<file path="src/rtl/serial_add_sched_if.sv">
// ---------------------------------------------------------------------------
// serial_add_sched_if
// Purpose : Bundles the two request channels, the result channel and the busy
//           status of the bit-serial addition scheduler.
// Signals : req0_* / req1_*  valid, ready, a, b, cin of requester 0 / 1
//           res_*            valid, ready, sum, cout, id of the result channel
//           busy             scheduler is in RUN or DONE
// Modports: master  requesters plus result consumer (testbench side)
//           slave   the scheduler itself
// ---------------------------------------------------------------------------
interface serial_add_sched_if #(
  parameter int WIDTH = 8
);
  logic             req0_valid;
  logic             req0_ready;
  logic [WIDTH-1:0] req0_a;
  logic [WIDTH-1:0] req0_b;
  logic             req0_cin;

  logic             req1_valid;
  logic             req1_ready;
  logic [WIDTH-1:0] req1_a;
  logic [WIDTH-1:0] req1_b;
  logic             req1_cin;

  logic             res_valid;
  logic             res_ready;
  logic [WIDTH-1:0] res_sum;
  logic             res_cout;
  logic             res_id;

  logic             busy;

  modport master (
    output req0_valid, req0_a, req0_b, req0_cin,
    output req1_valid, req1_a, req1_b, req1_cin,
    output res_ready,
    input  req0_ready, req1_ready,
    input  res_valid, res_sum, res_cout, res_id, busy
  );

  modport slave (
    input  req0_valid, req0_a, req0_b, req0_cin,
    input  req1_valid, req1_a, req1_b, req1_cin,
    input  res_ready,
    output req0_ready, req1_ready,
    output res_valid, res_sum, res_cout, res_id, busy
  );
endinterface

</file>
<file path="src/rtl/serial_add_sched.sv">
// ---------------------------------------------------------------------------
// serial_add_sched
// Purpose : Shares one 1-bit full-adder slice between two requesters. An
//           accepted request is added LSB first over WIDTH cycles and the
//           result is returned tagged with the requester id.
// Ports   : clk  clock, rising edge
//           rst  asynchronous active-high reset
//           bus  serial_add_sched_if.slave (request/result channels, busy)
// ---------------------------------------------------------------------------

// Single-bit full adder: the only arithmetic resource of the scheduler.
module serial_add_fa (
  input  logic i_a,
  input  logic i_b,
  input  logic i_c,
  output logic o_s,
  output logic o_c
);
  assign o_s = i_a ^ i_b ^ i_c;
  assign o_c = (i_a & i_b) | (i_c & (i_a ^ i_b));
endmodule

module serial_add_sched #(
  parameter int WIDTH = 8
) (
  input logic             clk,
  input logic             rst,
  serial_add_sched_if.slave bus
);
  localparam int CNT_W = $clog2(WIDTH + 1);

  typedef enum logic [1:0] {
    S_IDLE = 2'd0,
    S_RUN  = 2'd1,
    S_DONE = 2'd2
  } state_t;

  state_t           r_state;
  state_t           w_state_next;
  logic [WIDTH-1:0] r_a_sh;
  logic [WIDTH-1:0] r_b_sh;
  logic [WIDTH-1:0] r_sum_sh;
  logic [WIDTH-1:0] w_sum_shift;
  logic [CNT_W-1:0] r_cnt;
  logic             r_carry;
  logic             r_id;
  logic             r_last;
  logic             w_grant0;
  logic             w_grant1;
  logic             w_accept;
  logic             w_run_last;
  logic             w_fa_s;
  logic             w_fa_c;

  // Round-robin between two: a lone requester always wins, on a tie the one
  // that was not served last wins.
  assign w_grant0   = bus.req0_valid & (~bus.req1_valid | r_last);
  assign w_grant1   = bus.req1_valid & (~bus.req0_valid | ~r_last);
  assign w_run_last = (r_cnt == CNT_W'(WIDTH - 1));

  serial_add_fa u_fa (
    .i_a (r_a_sh[0]),
    .i_b (r_b_sh[0]),
    .i_c (r_carry),
    .o_s (w_fa_s),
    .o_c (w_fa_c)
  );

  // Sum bits enter at the MSB so that after WIDTH steps bit 0 sits at bit 0.
  always_comb begin
    w_sum_shift            = r_sum_sh >> 1;
    w_sum_shift[WIDTH-1]   = w_fa_s;
  end

  always_ff @(posedge clk or posedge rst) begin
    if (rst) begin
      r_state <= S_IDLE;
    end else begin
      r_state <= w_state_next;
    end
  end

  always_comb begin
    w_state_next   = r_state;
    w_accept       = 1'b0;
    bus.req0_ready = 1'b0;
    bus.req1_ready = 1'b0;
    bus.res_valid  = 1'b0;
    case (r_state)
      S_IDLE: begin
        bus.req0_ready = w_grant0 & ~rst;
        bus.req1_ready = w_grant1 & ~rst;
        if (w_grant0 | w_grant1) begin
          w_accept     = 1'b1;
          w_state_next = S_RUN;
        end
      end
      S_RUN: begin
        if (w_run_last) begin
          w_state_next = S_DONE;
        end
      end
      S_DONE: begin
        bus.res_valid = 1'b1;
        if (bus.res_ready) begin
          w_state_next = S_IDLE;
        end
      end
      default: w_state_next = S_IDLE;
    endcase
  end

  always_ff @(posedge clk or posedge rst) begin
    if (rst) begin
      r_a_sh   <= '0;
      r_b_sh   <= '0;
      r_sum_sh <= '0;
      r_cnt    <= '0;
      r_carry  <= 1'b0;
      r_id     <= 1'b0;
      r_last   <= 1'b1;  // requester 0 wins the first tie
    end else begin
      case (r_state)
        S_IDLE: begin
          if (w_accept) begin
            r_a_sh  <= w_grant1 ? bus.req1_a   : bus.req0_a;
            r_b_sh  <= w_grant1 ? bus.req1_b   : bus.req0_b;
            r_carry <= w_grant1 ? bus.req1_cin : bus.req0_cin;
            r_cnt   <= '0;
            r_id    <= w_grant1;
            r_last  <= w_grant1;
          end
        end
        S_RUN: begin
          r_a_sh   <= r_a_sh >> 1;
          r_b_sh   <= r_b_sh >> 1;
          r_sum_sh <= w_sum_shift;
          r_carry  <= w_fa_c;
          r_cnt    <= r_cnt + CNT_W'(1);
        end
        default: ;
      endcase
    end
  end

  // Result fields are only presented while the result is valid.
  assign bus.res_sum  = (r_state == S_DONE) ? r_sum_sh : '0;
  assign bus.res_cout = (r_state == S_DONE) & r_carry;
  assign bus.res_id   = (r_state == S_DONE) & r_id;
  assign bus.busy     = (r_state != S_IDLE);
endmodule

</file>
<file path="src/flat_wrapper.sv">
// flat-port wrapper written by rule: the top's interface ports become plain ports
module serial_add_sched_flat 
#(
  parameter int WIDTH = 8
)
  (clk, rst, bus_req0_valid, bus_req0_a, bus_req0_b, bus_req0_cin, bus_req1_valid, bus_req1_a, bus_req1_b, bus_req1_cin, bus_res_ready, bus_req0_ready, bus_req1_ready, bus_res_valid, bus_res_sum, bus_res_cout, bus_res_id, bus_busy);
  serial_add_sched_if #(.WIDTH(WIDTH)) bus_i ();
  input logic clk;
  input logic rst;
  input wire logic [$bits(bus_i.req0_valid)-1:0] bus_req0_valid;
  input wire logic [$bits(bus_i.req0_a)-1:0] bus_req0_a;
  input wire logic [$bits(bus_i.req0_b)-1:0] bus_req0_b;
  input wire logic [$bits(bus_i.req0_cin)-1:0] bus_req0_cin;
  input wire logic [$bits(bus_i.req1_valid)-1:0] bus_req1_valid;
  input wire logic [$bits(bus_i.req1_a)-1:0] bus_req1_a;
  input wire logic [$bits(bus_i.req1_b)-1:0] bus_req1_b;
  input wire logic [$bits(bus_i.req1_cin)-1:0] bus_req1_cin;
  input wire logic [$bits(bus_i.res_ready)-1:0] bus_res_ready;
  output wire logic [$bits(bus_i.req0_ready)-1:0] bus_req0_ready;
  output wire logic [$bits(bus_i.req1_ready)-1:0] bus_req1_ready;
  output wire logic [$bits(bus_i.res_valid)-1:0] bus_res_valid;
  output wire logic [$bits(bus_i.res_sum)-1:0] bus_res_sum;
  output wire logic [$bits(bus_i.res_cout)-1:0] bus_res_cout;
  output wire logic [$bits(bus_i.res_id)-1:0] bus_res_id;
  output wire logic [$bits(bus_i.busy)-1:0] bus_busy;
  assign bus_i.req0_valid = bus_req0_valid;
  assign bus_i.req0_a = bus_req0_a;
  assign bus_i.req0_b = bus_req0_b;
  assign bus_i.req0_cin = bus_req0_cin;
  assign bus_i.req1_valid = bus_req1_valid;
  assign bus_i.req1_a = bus_req1_a;
  assign bus_i.req1_b = bus_req1_b;
  assign bus_i.req1_cin = bus_req1_cin;
  assign bus_i.res_ready = bus_res_ready;
  assign bus_req0_ready = bus_i.req0_ready;
  assign bus_req1_ready = bus_i.req1_ready;
  assign bus_res_valid = bus_i.res_valid;
  assign bus_res_sum = bus_i.res_sum;
  assign bus_res_cout = bus_i.res_cout;
  assign bus_res_id = bus_i.res_id;
  assign bus_busy = bus_i.busy;
  serial_add_sched #(.WIDTH(WIDTH)) u_core (.clk(clk), .rst(rst), .bus(bus_i));
endmodule
</file>
<file path="config.mk">
export PLATFORM = sky130hd
export DESIGN_NAME = serial_add_sched_flat
export DESIGN_NICKNAME = d
export VERILOG_FILES = /design/src/rtl/serial_add_sched_if.sv /design/src/rtl/serial_add_sched.sv /design/src/flat_wrapper.sv
export SDC_FILE = /design/constraint.sdc
export NUM_CORES = 1
export LEC_CHECK = 0
export CAP_MARGIN = 40
export CORE_ASPECT_RATIO = 0.5
export CORE_MARGIN = 10
export CORE_UTILIZATION = 45
export DETAILED_ROUTE_END_ITERATION = 6
export GPL_TIMING_DRIVEN = 1
export PLACE_DENSITY = 0.76
export SETUP_SLACK_MARGIN = 0.5
export SLEW_MARGIN = 40
export SYNTH_ARGS = -nofsm -noshare
export SYNTH_HDL_FRONTEND = slang
export SYNTH_SLANG_ARGS = --single-unit
</file>
<file path="constraint.sdc">
create_clock -name clk -period 3.9 [get_ports clk]
set_input_delay 0.78 -clock clk [delete_from_list [all_inputs] [get_ports clk]]
set_output_delay 0.78 -clock clk [all_outputs]
set_load 0.02 [all_outputs]
</file>
==> results of run 1 <==
cell families after synthesis:
group                      synth area share (%)
muxes                                      5.92
AOI/OAI and AO/OA                          23.3
adders and majority gates                  1.75
and+or+nand+nor                            18.0
DFF                                        44.5
buffers and inverters                      6.59
power groups by stage:
stage	clock network, W	logic, W	registers (W)
finish	0.000279	0.000693	0.000639
global route	0.000303	0.000773	0.000662
CTS	0.000283	0.000700	0.000636
detailed placement	0	0.000689	0.000642
global placement	0	0.000662	0.000637
floorplan	0	0.000561	0.000590
layer usage:
| layer | global-route usage, % | vias up | wire, um |
|---|---|---|---|
| met1 | 15.6 | 791 | 2070 |
| li1 | - | 771 | - |
| met3 | 3.26 | 6 | 192 |
| met5 | 0 | - | 0 |
| met4 | 3.39 | 0 | 51 |
| met2 | 23.0 | 42 | 2450 |
path summary, 6_finish.rpt:
check | start | end | slack, ns | cells past startpoint
max in group asynchronous | rst | u_core.r_last | 2.61 | 3
setup / recovery | bus_req1_valid | bus_req0_ready | 0.65 | 6
setup reg to reg | u_core.r_state[0] | u_core.r_a_sh[2] | 1.65 | 3
min in group asynchronous | rst | u_core.r_b_sh[1] | 0.97 | 3
hold reg to reg | u_core.r_sum_sh[0] | u_core.r_sum_sh[0] | 0.50 | 1
hold / removal | u_core.r_sum_sh[0] | u_core.r_sum_sh[0] | 0.50 | 1
final cells by class:
type,instances,share of cell area (%)
Clock buffer,7,3.87
Tap cell,54,2.71
Inverter,5,0.753
Timing Repair Buffer,57,22.4
Multi-Input combinational cell,130,36.9
Sequential cell,33,33.2
Clock inverter,1,0.201
critical path: stages:
cell and delay [ns]:
clkdlybuf4s50_1 0.53, buf_4 0.24, nand2b_1 0.10, nand3_1 0.09, nor2_1 0.11, clkdlybuf4s50_1 0.61
state kept, by name, summed over array words and instances, names as in the netlist:
name,count
u_core.r_sum_sh,8
u_core.r_a_sh,8
u_core.r_b_sh,8
u_core.r_id,1
u_core.r_last,1
u_core.r_carry,1
u_core.r_state,2
u_core.r_cnt,4
metrics by stage:
stage	cells	area, um2
3_5_place_dp	279	2390
2_1_floorplan	185	1860
5_1_grt	287	2490
4_1_cts	287	2490
6_report	287	2490
3_3_place_gp	279	2380
cell usage in the layout, fill, tap and decap left out, drive strengths merged, types with 2 or more instances in the layout:
master and instances:
nand2 3, nor2b 17, a31oi 2, and2 25
mux2 8, dfrtp 32, mux2i 2, nor3 2
a21oi 3, buf 5, clkdlybuf4s50 52, o21ai 18
o31ai 18, clkbuf 7, a221oi 15, nand3 2
inv 5, nor2 4
==> metrics.csv, run 1 <==
metric,value,unit
holdWs,0.499,ns
rsz0062_at_grt,false,
portBuffers,52,
regArea,827,um2
ioPinCount,53,
p_leak,0.990,nW
fin_total_pwr,0.00161,W
ant_nets,0,
comb_power_share,43.0,%
h-tree-depth,2,
synth_top_area_cell,dfrtp_1,
holdBufCountCts,0,
row_count,16,
synthTopCellsByArea,"dfrtp_1 (43%), and2_1 (8.4%), o31ai_1 (7.3%)",
hpwl,3440,um
irDropWorstVdd,0.354,mV
tns,0,ns
endpoint_kind,output pin,
synth_cell_type_count,32,
synth-async-reset-ratio,100,%
final_util,63.2,%
worst_pin_slew,0.675,ns
grt_pass1_vias,1616,
swShare,36.5,%
vias,1610,
post_cts_buffers,0,
setup_ws,0.650,ns
first_pass_iters,4,
cts_made_buffers,5,
antenna_found_initial,0,
status,completed,
pwr-share-seq,39.7,%
clock.fmax,308,MHz
p_int,0.00102,W
p_clk_share,17.3,%
postSynthCellCount,185,
drc,0,
drive_gt1_share,10.7,%
synth.most_common_cell,dfrtp_1,
antenna_cells,0,
drv_slew,0,
post_cts_resized,0,
maxCapViolations,0,
synth_warnings,0,
areaGrowthSynthToFinish,34.0,%
hold_violations,0,
layout.nets,273,
setup_violations,0,
synth_common_cells,"dfrtp_1 (32), and2_1 (25), o21ai_0 (18), o31ai_1 (18), nor2b_1 (17)",
grt-ovfl-total,0,
cts_buffer_depth,2,
grt_util_all_layers,13.0,%
syn-num-nets,226,
synth_area,1860,um2
crit_fanout,11,
synth_top_area_share,43.0,%
routedWlPerCell,16.6,um
p_sw,0.000589,W
synth_seq_area_share,44.5,%
synth_edf_count,0,
power_density,647,nW/um2
cts_sinks,33,
hp-class,reg -> reg,
die_area,7260,um2
initial_core_util,47.2,%
cts_tree,done,
fin_skew,0.00650,ns
fillers,311,
grt_max_degree,34,
place_congestion,0.802,
drt_iter0_drc,64,
required,3.12,ns
slew_headroom,54.9,%
synth_seq_cells,33,
clock_latency,0.28,ns
pre_cts_slack,0.625,ns
postSynthAreaPerCell,10.1,um2
clk_pin_slew,0.06,ns
routed_wirelength,4770,um
routed_via_density,5.61,
clockRootBuffer,clkbuf_8,
critical_path_arrival,2.47,ns
core_area,3940,um2
fin_crit_sh,83.3,%
dieHeight,65.5,um
multi_input_area,920,um2
fin_crit,3.25,ns
grt_pass1_wl,8040,um
synth-main-ff-cell,dfrtp_1,
critPathKind,in -> out,
critPathLaunchType,primary input,
die_w,111,um
(Power assumes the default switching activity.)
==> run 2, diff against run 1 <==
- clock period: 3.9 -> 3.25 ns (I/O delays scaled with it)
==> run 2 against run 1 <==
Utilization up 0.60 points. Worst setup slack improved by 0.011 ns. First-iteration DRC count is 3.1% lower. Combinational power up 26%. Sequential power increased by 16%. Via count shrank 0.56%. Non-clock buffer count grew 2. Sequential share of layout area is 0.31 points lower. Highest routed layer unchanged. Register-to-register slack got worse by 0.35 ns. Largest power group unchanged. Critical endpoint is now bus_req1_ready. Total power up 24%. Sequential cell count did not move. Die area is the same.
==> metrics.csv, run 2 (same netlist as run 1, synthesis figures left out) <==
metric,value,unit
hp-class,reg -> reg,
hpwl,3510,um
hold_violations,0,
regToRegStartpoint,u_core.r_state[0],
r2r_cells,5,
cts_sinks,33,
grt_pass1_vias,1666,
r2r_slack,1.30,ns
cts_buffer_depth,2,
portBuffers,52,
slew_headroom,55.0,%
multi_input_area,916,um2
placed_cells,281,
clock.fmax,386,MHz
startpoint,bus_req0_valid,
final_cell_mix,"clkdlybuf4s50_1 (50), dfrtp_1 (32), and2_1 (25)",
tns,0,ns
endpoint_kind,output pin,
hold_depth,1,
row_count,16,
fin_skew,0.00557,ns
irDropWorstVdd,0.481,mV
maxCapViolations,0,
pwr-share-seq,36.9,%
grt_pass1_wl,8190,um
power_density,797,nW/um2
regArea,827,um2
antenna_cells,0,
p_leak,1.01,nW
use_met1,16.4,%
p_sw,0.000710,W
top_regs,"u_core.r_a_sh x8, u_core.r_b_sh x8, u_core.r_sum_sh x8",
h-tree-depth,2,
cts_made_buffers,5,
status,completed,
initial_core_util,47.2,%
met3_usage,3.26,%
whs_endpoint,u_core.r_sum_sh[0],
clock_latency,0.28,ns
routed_via_density,5.54,
layout_commonest_cell,clkdlybuf4s50_1,
comb_power_share,43.5,%
fin_crit_sh,79.7,%
post_cts_buffers,0,
rsz0062_at_grt,false,
fin_total_pwr,0.00200,W
fin_cells,289,
fin_crit,2.59,ns
drt_iter0_drc,62,
first_pass_iters,4,
dieHeight,65.5,um
fillers,320,
ant_nets,0,
drive_gt1_share,11.5,%
routedWlPerCell,16.7,um
critPathLaunchType,primary input,
grt-busiest-layer,met2,
swShare,35.4,%
antenna_found_initial,0,
grt_util_all_layers,13.2,%
grt-ovfl-total,0,
die_w,111,um
worst_pin_slew,0.675,ns
clockRootBuffer,clkbuf_8,
regToRegEndpoint,u_core.r_a_sh[1],
cts_tree,done,
clk_pin_slew,0.07,ns
critPathKind,in -> out,
crit_fanout,6,
min-delay-start,u_core.r_sum_sh[0],
drv_slew,0,
setup_violations,0,
grt_max_degree,34,
layout.nets,275,
drc,0,
critical_path_arrival,1.94,ns
required,2.60,ns
place_congestion,0.804,
routed_wirelength,4840,um
grt_use_met2,22.6,%
p_int,0.00129,W
die_area,7260,um2
core_area,3940,um2
vias,1601,
areaGrowthSynthToFinish,35.2,%
ioPinCount,53,
p_clk_share,19.6,%
## run 2: layout make-up
| class | count | area share (%) |
|---|---|---|
| clock buffers | 7 | 3.43 |
| inverters | 5 | 0.746 |
| well taps | 54 | 2.69 |
| repair buffers | 59 | 22.7 |
| clock inverters | 1 | 1.19 |
| flip-flops and latches | 33 | 32.9 |
| multi-input cells | 130 | 36.4 |
## run 2: worst max-delay path, cell delays in order
cell and delay [ns]:
clkdlybuf4s50_1 0.52, a21bo_2 0.25, nor3_1 0.15, dlygate4sd2_1 0.36
## run 2: what timing repair did
item,in CTS,in global routing
hold buffers,0,0
gates resized for setup,3,0
setup endpoints to repair,6,0
## run 2: worst max path at each step
| stage | slack, ns | to | depth (start not counted) |
|---|---|---|---|
| 3_5_place_dp | 0.39 | bus_req1_ready | 4 |
| 5_1_grt | 0.61 | bus_res_sum[0] | 3 |
| 2_1_floorplan | 1.0 | bus_req1_ready | 4 |
| 3_3_place_gp | 0.43 | bus_req1_ready | 4 |
| 6_report | 0.66 | bus_req1_ready | 4 |
| 4_1_cts | 0.67 | bus_req1_ready | 4 |
## run 2: layer usage
metal | vias up | part of all wire [%]
li1 | 771 | -
met4 | 0 | 0.97
met3 | 4 | 2.6
met1 | 804 | 46
met2 | 22 | 50
met5 | - | 0
## run 2: metrics by stage
step | setup slack [ns] | util (%) | cell area, um2 | hold WS (ns)
after floorplan | 0.995 | - | 1860 | 0.467
after global placement | 0.428 | 60.9 | 2400 | 0.481
after detailed placement | 0.385 | 60.9 | 2400 | 0.488
after CTS | 0.672 | 63.8 | 2520 | 0.503
after global routing | 0.608 | 63.8 | 2520 | 0.532
final | 0.661 | 63.8 | 2520 | 0.501
## run 2: power groups by stage
| stage | Sequential (W) | Combinational (W) | Clock, W |
|---|---|---|---|
| finish | 0.000740 | 0.000872 | 0.000393 |
| detailed placement | 0.000745 | 0.000873 | 0 |
| floorplan | 0.000708 | 0.000673 | 0 |
| global route | 0.000768 | 0.000974 | 0.000419 |
| global placement | 0.000734 | 0.000836 | 0 |
| CTS | 0.000740 | 0.000880 | 0.000399 |
